## src/rtl/uart_pkg.sv

```systemverilog
// uart_pkg: shared UART constants and transmitter state encoding
package uart_pkg;
    localparam logic UART_IDLE_LEVEL = 1'b1;
    localparam int   UART_DATA_BITS  = 8;
    localparam int   UART_STOP_BITS  = 1;
    typedef enum logic [2:0] {ST_IDLE, ST_SYNC, ST_START, ST_DATA, ST_STOP} uart_state_e;
endpackage

```

## src/rtl/uart_rise_detect.sv

```systemverilog
// rise_detect: one-cycle pulse on each rising edge of a clk-synchronous level
module rise_detect (
    input  logic clk,
    input  logic rst_n,
    input  logic level_i,
    output logic rise_o
);
    logic level_q;
    // Delay the level one cycle; reset high so a level already high at release is not an edge
    always_ff @(posedge clk) begin
        if (!rst_n) level_q <= 1'b1;
        else        level_q <= level_i;
    end
    assign rise_o = level_i & ~level_q;
endmodule

```

## src/rtl/uart_tx_baud.sv

```systemverilog
// uart_tx_baud: valid/ready serial transmitter stepping one bit per baud reference rise
module uart_tx_baud
    import uart_pkg::*;
#(
    parameter int DATA_BITS = UART_DATA_BITS,
    parameter int STOP_BITS = UART_STOP_BITS
) (
    input  logic                 clk,
    input  logic                 rst_n,
    input  logic                 baud_clk,
    input  logic                 tx_valid,
    input  logic [DATA_BITS-1:0] tx_data,
    output logic                 tx_ready,
    output logic                 tx_out,
    output logic                 frame_done
);
    localparam int BW = (DATA_BITS > 1) ? $clog2(DATA_BITS) : 1;
    localparam int SW = (STOP_BITS > 1) ? $clog2(STOP_BITS) : 1;
    localparam logic [BW-1:0] BIT_LAST  = BW'(DATA_BITS - 1);
    localparam logic [SW-1:0] STOP_LAST = SW'(STOP_BITS - 1);

    uart_state_e          state_q, state_d;
    logic [DATA_BITS-1:0] data_q, data_d;
    logic [BW-1:0]        bit_idx_q, bit_idx_d, bit_nxt;
    logic [SW-1:0]        stop_cnt_q, stop_cnt_d;
    logic                 tx_out_q, tx_out_d;
    logic                 tx_ready_q, tx_ready_d;
    logic                 frame_done_q, frame_done_d;
    logic                 tick, accept;

    rise_detect u_rise (
        .clk     (clk),
        .rst_n   (rst_n),
        .level_i (baud_clk),
        .rise_o  (tick)
    );

    assign accept  = tx_valid & tx_ready_q & (state_q == ST_IDLE);
    assign bit_nxt = bit_idx_q + BW'(1);

    // State and datapath registers; reset abandons any frame in progress
    always_ff @(posedge clk) begin
        if (!rst_n) begin
            state_q      <= ST_IDLE;
            data_q       <= '0;
            bit_idx_q    <= '0;
            stop_cnt_q   <= '0;
            tx_out_q     <= UART_IDLE_LEVEL;
            tx_ready_q   <= 1'b0;
            frame_done_q <= 1'b0;
        end else begin
            state_q      <= state_d;
            data_q       <= data_d;
            bit_idx_q    <= bit_idx_d;
            stop_cnt_q   <= stop_cnt_d;
            tx_out_q     <= tx_out_d;
            tx_ready_q   <= tx_ready_d;
            frame_done_q <= frame_done_d;
        end
    end

    // Next state: IDLE moves on acceptance only, every other state advances on a tick
    always_comb begin
        state_d = state_q;
        case (state_q)
            ST_IDLE:  if (accept) state_d = ST_SYNC;
            ST_SYNC:  if (tick) state_d = ST_START;
            ST_START: if (tick) state_d = ST_DATA;
            ST_DATA:  if (tick && bit_idx_q == BIT_LAST) state_d = ST_STOP;
            ST_STOP:  if (tick && stop_cnt_q == STOP_LAST) state_d = ST_IDLE;
            default:  state_d = ST_IDLE;
        endcase
    end

    // Outputs and counters: line level changes only on the tick that advances the frame
    always_comb begin
        data_d       = accept ? tx_data : data_q;
        bit_idx_d    = bit_idx_q;
        stop_cnt_d   = stop_cnt_q;
        tx_out_d     = tx_out_q;
        tx_ready_d   = (state_d == ST_IDLE);
        frame_done_d = (state_q == ST_STOP) && (state_d == ST_IDLE);
        if (tick) begin
            case (state_q)
                ST_SYNC:  tx_out_d = 1'b0;
                ST_START: begin
                    tx_out_d  = data_q[0];
                    bit_idx_d = '0;
                end
                ST_DATA: begin
                    if (bit_idx_q == BIT_LAST) begin
                        tx_out_d   = UART_IDLE_LEVEL;
                        stop_cnt_d = '0;
                    end else begin
                        bit_idx_d = bit_nxt;
                        tx_out_d  = data_q[bit_nxt];
                    end
                end
                ST_STOP:  if (stop_cnt_q != STOP_LAST) stop_cnt_d = stop_cnt_q + SW'(1);
                default:  ;
            endcase
        end
    end

    assign tx_out     = tx_out_q;
    assign tx_ready   = tx_ready_q;
    assign frame_done = frame_done_q;
endmodule

```

## config.mk

```make
export PLATFORM = sky130hd
export DESIGN_NAME = uart_tx_baud
export DESIGN_NICKNAME = d
export VERILOG_FILES = /design/src/rtl/uart_pkg.sv /design/src/rtl/uart_rise_detect.sv /design/src/rtl/uart_tx_baud.sv
export SDC_FILE = /design/constraint.sdc
export NUM_CORES = 1
export LEC_CHECK = 0
export ABC_AREA = 1
export CAP_MARGIN = 5
export CELL_PAD_IN_SITES_DETAIL_PLACEMENT = 0
export CELL_PAD_IN_SITES_GLOBAL_PLACEMENT = 2
export CORE_MARGIN = 10
export CORE_UTILIZATION = 28
export CTS_CLUSTER_DIAMETER = 30
export DETAILED_ROUTE_END_ITERATION = 10
export PLACE_DENSITY = 0.87
export SLEW_MARGIN = 20
export SYNTH_ARGS = -nofsm -noshare
export SYNTH_HDL_FRONTEND = slang
export SYNTH_SLANG_ARGS = --single-unit
```

## constraint.sdc

```tcl
create_clock -name clk -period 1.52 [get_ports clk]
set_input_delay 0.152 -clock clk [delete_from_list [all_inputs] [get_ports clk]]
set_output_delay 0.152 -clock clk [all_outputs]
set_load 0.05 [all_outputs]
```

== After elaboration in Yosys (flattened, before gate mapping) ==
Cells that the tools add are included.

* Bits in latches: 0
* Bits in writable memories: 0
* Bits in read-only memories: 0
* Output and inout port bits: 3
* Flip-flop bits (word level): 19
* Input port bits: 12
* Memories kept: 0
* Logic and storage cells: 49

* Bitwise logic cells: 5
* Muxes and demuxes: 15
* Magnitude comparators: 1
* Multipliers: 0
* Equal/unequal tests: 7
* Div/mod/pow operators: 0
* Shifts and indexed selects: 0
* Add/sub/neg operators: 2
* Reductions and logical operators: 11

{| class="wikitable"
|+ Operators by type and width
! kind !! number
|-
| 3-bit two-way mux || 6
|-
| 3-bit one-hot mux with 5 select lines || 1
|-
| 3-bit by 2-bit equality test with 1-bit output, second input constant || 2
|-
| 3-bit equality test, second input constant || 2
|-
| 3-bit zero test || 2
|-
| 3-bit one-hot mux with 2 select lines || 1
|-
| 3-bit AND reduction || 2
|-
| 3-bit by 4-bit less-than comparator with 1-bit output, second input constant || 1
|-
| 1-bit two-way mux || 4
|-
| 2-bit != test, second input constant || 2
|-
| 2-bit nonzero test || 2
|-
| 3-bit by 1-bit adder with 3-bit output, second input constant || 1
|-
| 1-bit AND || 3
|-
| 1-bit binary-select mux with 3-bit select || 1
|-
| 3-bit by 1-bit equality test with 1-bit output, second input constant || 1
|-
| 1-bit logical AND || 3
|-
| 1-bit one-hot mux with 3 select lines || 1
|-
| 3-bit nonzero test || 1
|-
| 1-bit NOT || 2
|-
| 1-bit one-hot mux with 2 select lines || 1
|-
| 2-bit AND reduction || 1
|-
| 1-bit adder, second input constant || 1
|}

== Logic depth before layout (Yosys ltp) ==
* Depth in word-level cells: 7
* Gate-level depth with buffers: 10
* Mapped depth without buffers: 10

== By module ==
Synthesis repeated with hierarchy kept, for this count alone.

* Cells, all modules: 121
* Area total of the unflattened synthesis: 863.3 um2

{| class="wikitable"
|+ By module, submodules not included
! module !! cells each !! sequential area each (um2) !! area an instance (um2) !! instances
|-
| uart_tx_baud || 117 || 340.3 || 829.5 || 1
|-
| rise_detect || 4 || 20.0 || 33.8 || 1
|}

== Worst setup path after synthesis ==
No wires, ideal clock.

* Kind: reg2reg
* Start: register bit_idx_q[0]
* End: register tx_out_q (netlist: tx_out)
* Cell stages (with the launch flop): 11
* Arrival time: 1260 ps
* Setup time: 115 ps
* Path slack: 145 ps
* Buffers on the path: 0
* Required time: 1405 ps
* Path through: dfxtp_1 > ha_1 > ha_1 > inv_1 > nand3_1 > nand3_1 > nand2_1 > inv_1 > nand2_1 > nand2_1 > nand2_1

* Longest elaborated chain between the ends: 5

{| class="wikitable"
|+ Ends and longest elaborated chain
! element !! RTL line !! source
|-
| start, declared || uart_tx_baud.sv:24 || <nowiki>logic [BW-1:0] bit_idx_q, bit_idx_d, bit_nxt;</nowiki>
|-
| start signal, assigned || uart_tx_baud.sv:54 || <nowiki>bit_idx_q <= bit_idx_d;</nowiki>
|-
| 3-bit by 1-bit adder with 3-bit output || uart_tx_baud.sv:39 || <nowiki>assign bit_nxt = bit_idx_q + BW'(1);</nowiki>
|-
| 1-bit binary-select mux with 3-bit select || uart_tx_baud.sv:96 || <nowiki>tx_out_d = data_q[bit_nxt];</nowiki>
|-
| 1-bit two-way mux (not written as such) || uart_tx_baud.sv:96 ||
|-
| 1-bit two-way mux * || uart_tx_baud.sv:91 || <nowiki>if (bit_idx_q == BIT_LAST) begin</nowiki>
|-
| 1-bit one-hot mux with 3 select lines * || uart_tx_baud.sv:84 || <nowiki>case (state_q)</nowiki>
|-
| end signal, assigned || uart_tx_baud.sv:56 || <nowiki>tx_out_q <= tx_out_d;</nowiki>
|-
| end, declared || uart_tx_baud.sv:26 || <nowiki>logic tx_out_q, tx_out_d;</nowiki>
|}

Mark *: on every way between the ends. The rest lies on a longest branch, timed or not. The select of a mux whose other input is x is not followed.
A chain may end at the register's enable or synchronous reset.

== Final worst setup path ==
* Start: register bit_idx_q[1]
* End: register frame_done_q (netlist: frame_done)

* Longest elaborated chain between the ends: 6

{| class="wikitable"
|+ Ends and longest elaborated chain
! element !! RTL line !! source
|-
| 3-bit equality test || uart_tx_baud.sv:69 || <nowiki>ST_DATA: if (tick && bit_idx_q == BIT_LAST) state_d = ST_STOP;</nowiki>
|-
| 1-bit logical AND || uart_tx_baud.sv:69 ||
|-
| 3-bit two-way mux || uart_tx_baud.sv:69 ||
|-
| 3-bit one-hot mux with 5 select lines || uart_tx_baud.sv:65 || <nowiki>case (state_q)</nowiki>
|-
| 3-bit zero test || uart_tx_baud.sv:82 || <nowiki>frame_done_d = (state_q == ST_STOP) && (state_d == ST_IDLE);</nowiki>
|-
| 1-bit logical AND || uart_tx_baud.sv:82 ||
|-
| end signal, assigned || uart_tx_baud.sv:58 || <nowiki>frame_done_q <= frame_done_d;</nowiki>
|-
| end, declared || uart_tx_baud.sv:28 || <nowiki>logic frame_done_q, frame_done_d;</nowiki>
|}

No other way between the ends.

==> results.md <==
* Post-Place Cells at 171
* Worst setup path startpoint: bit_idx_q[1]$_SDFFE_PN0P_
* Setup slack, reg-to-reg at around 0.14 ns
* Root Buffer: clkbuf_4
* Maxcap violations at 0
* Psw at 0.255 mW
* Vias in the first global route at 770
* Period utilization at between 90% and 100%
* Clk_skew at around 0.0055 ns
* Setup-failing EPs final at 0
* Switching Share at a little over a quarter
* Syn nets at ~140
* Vias per cell at approximately 4.6
* Run status: complete, no violations
* Worst setup EP type: register
* Multi-input logic area at around 450 um2
* Sequential-to-total area share from yosys stat at between 40% and 50%
* Seq. cell area at roughly 360 um2
* Crit path required time at 1.76 ns
* Dpl cell area at approximately 0.0011 mm2
* P&R area growth vs syn at 27.1%
* Routed Antenna Nets at 0
* Post-synthesis compound-gate area fraction at approximately a tenth
* Synth warnings at 0
* # rows at 20
* CTS tree: yes
* Mean post-synth cell area at 7.05 um2
* Minimum clock period at around 1.4 ns
* Relative slew slack at 81.0%
* Clock network latency to the later pin of the worst-skew pair at approximately 0.29 ns
* Power Total at around 0.97 mW
* Initial antenna violation count at 0
* DRT iter0 DRCs at 29
* Routed vias at ~800
* Final Instance Count excl. Fillers at ~180
* Clock sinks at 18
* Post-DP HPWL at 1.65 mm
* Setup WS post-layout at about 0.14 ns
* CTS Hold Bufs at 0
* Post_cts resized at 0
* Final Core Density at between 30% and 40%
* NumNets Final at about 160
* Startpoint type of the worst setup path: register
* Post-CTS Setup Repair Bufs at 0
* Initial Util at roughly 29%
* Routed Wire Length at 2.01 mm
* Clock network power share at between 30% and 40%
* GP Congestion at between 0.8 and 0.9
* Max Clock Freq at ~0.73 GHz
* Post-synthesis cell type count at 18
* Finished Cell Area at about 0.0011 mm2
* Combinational Power Share at about 15%
* Setup TNS at 0 ns
* Reg2reg end: frame_done$_SDFF_PN0_
* WS Path Type: register to register
* Worst-path clk slew at ~0.11 ns
* Pwr dens at 877 mW/mm2
* Synth Area in XOR/XNOR at 0%
* Worst vdd ir at roughly 0.48 mV
* DRC viols at 0
* GRT overflow at 0
* GRT Overall Usage at approximately 7.8%
* Gate Count Post-Synth at between 100 and 150
* DR WL/cell at ~11 um
* Worst Hold Slack at 0.408 ns
* Syn Std Cell Area at approximately 870 um2
* Clk buf depth at 2
* CP Max Fanout at 3
* Global-route wire length before repair at around 3.5 mm
* Tightest Pin Transition at 0.284 ns
* Mux contribution to synthesized area at 0%
* Drt pass-1 iters at 4
* Share of cells above drive strength 1 at about 17%
* Final Hold Fails at 0
* CTS H-tree lvls at 1
* Post-Synth Adder-Cell Area at 2.89%
* Fillers at 340
* Pre-CTS setup slack at about 0.063 ns
* Die width at around 76 um
* Final Max Tran Viols at 0
* Simple-gate share of the synthesized area at a little under two fifths
* Seq pwr share at between 50% and 60%
* Die ar. at between 0.005 and 0.006 mm2
* Worst min path class: primary input to register
* Core ar. at between 0.003 and 0.004 mm2
* IO Count at 15
* CP endpoint: frame_done$_SDFF_PN0_
* Arrival time at the worst endpoint at approximately 1.6 ns
* Port Buffers at 14
* Int Power at 0.712 mW
* Number of synthesized register bits at 18
* R2R cell count at 8
* CTS buffer count at 3
* Largest family of logic cells by synthesized area: simple AND/OR/NAND/NOR gates
* Pin count of the biggest net entering global routing at 11
* N_diodes at 0
* Leakage at 0.472 nW
* DIE HEIGHT at between 70 and 80 um
* Critical R2R Launch: bit_idx_q[1]$_SDFFE_PN0P_
[power by group through the flow]
stage	Clock, mW	Combinational (mW)	Sequential (mW)
final	0.298	0.149	0.521
after global routing	0.332	0.168	0.527
after detailed placement	0	0.150	0.533
after floorplan	0	0.0812	0.541
after global placement	0	0.148	0.532
after CTS	0.307	0.151	0.522
[cell usage after synthesis]
master | instances | area [um2]
inv_1 | 14 | 52.6
a21oi_2 | 1 | 8.76
buf_1 | 1 | 3.75
nand3_1 | 12 | 60.1
o21ai_2 | 1 | 8.76
ha_1 | 2 | 25.0
nand4_1 | 2 | 12.5
dfxtp_1 | 18 | 360
nor2_2 | 5 | 31.3
nor3_1 | 1 | 5.00
nand3_2 | 2 | 20.0
nor2_1 | 22 | 82.6
a21oi_1 | 6 | 30.0
inv_2 | 1 | 3.75
o21ai_0 | 9 | 45.0
clkinv_2 | 2 | 10.0
nand4_4 | 1 | 21.3
nand2_1 | 23 | 86.3
[critical path, stage by stage, from the launching register on]
cell	delay (ns)
dfxtp_1	0.35
ha_1	0.19
ha_4	0.16
inv_1	0.06
o21ai_2	0.19
nand3_2	0.09
nor2_2	0.12
nand2_1	0.09
nor2_2	0.07
[layer usage]
metal / GRT usage [%] / part of all wire (%) / up-vias / wire [um]
li1: - / - / 434 / -
met1: 9.67 / 47 / 354 / 934
met2: 12.1 / 48 / 12 / 959
met3: 2.47 / 4.7 / 2 / 94
met4: 3.09 / 0.95 / 0 / 19
met5: 0 / 0 / - / 0
[sequential cells by signal, indices dropped and copies added, names as in the netlist]
signal / flops
tx_out: 1
frame_done: 1
data_q: 8
tx_ready: 1
bit_idx_q: 3
u_rise.level_q: 1
state_q: 3
[layout make-up]
class,count,area share (%)
Clock buffer,4,3.29
Inverter,17,6.02
Multi-Input combinational cell,87,40.7
Sequential cell,18,32.8
Tap cell,33,3.75
Timing Repair Buffer,16,13.4
[worst min-delay path by stage]
| stage | endpoint | slack (ns) | startpoint | cells past startpoint |
|---|---|---|---|---|
| after floorplan | u_rise.level_q$_SDFF_PN1_ | 0.24 | baud_clk | 2 |
| after global placement | bit_idx_q[1]$_SDFFE_PN0P_ | 0.46 | bit_idx_q[1]$_SDFFE_PN0P_ | 2 |
| after detailed placement | tx_out$_SDFFE_PN1P_ | 0.46 | tx_out$_SDFFE_PN1P_ | 2 |
| after CTS | u_rise.level_q$_SDFF_PN1_ | 0.41 | baud_clk | 3 |
| after global routing | u_rise.level_q$_SDFF_PN1_ | 0.41 | baud_clk | 3 |
| final | u_rise.level_q$_SDFF_PN1_ | 0.41 | baud_clk | 3 |
[logic make-up after synthesis]
group                      after synthesis
AOI/OAI and AO/OA                       17
adders and majority gates                2
buffers and inverters                   18
DFF                                     18
and+or+nand+nor                         68
[placed cells by master, fill, tap and decap left out, types with 2 or more instances in the layout]
cell type	instances
a21oi_1	6
buf_4	5
clkbuf_4	3
clkdlybuf4s50_1	11
clkinv_2	2
dfxtp_1	17
inv_1	14
nand2_1	23
nand3_1	12
nand3_2	2
nand4_1	2
nor2_1	22
nor2_2	5
o21ai_0	9
Note: power is estimated with default switching activity, not from simulation.
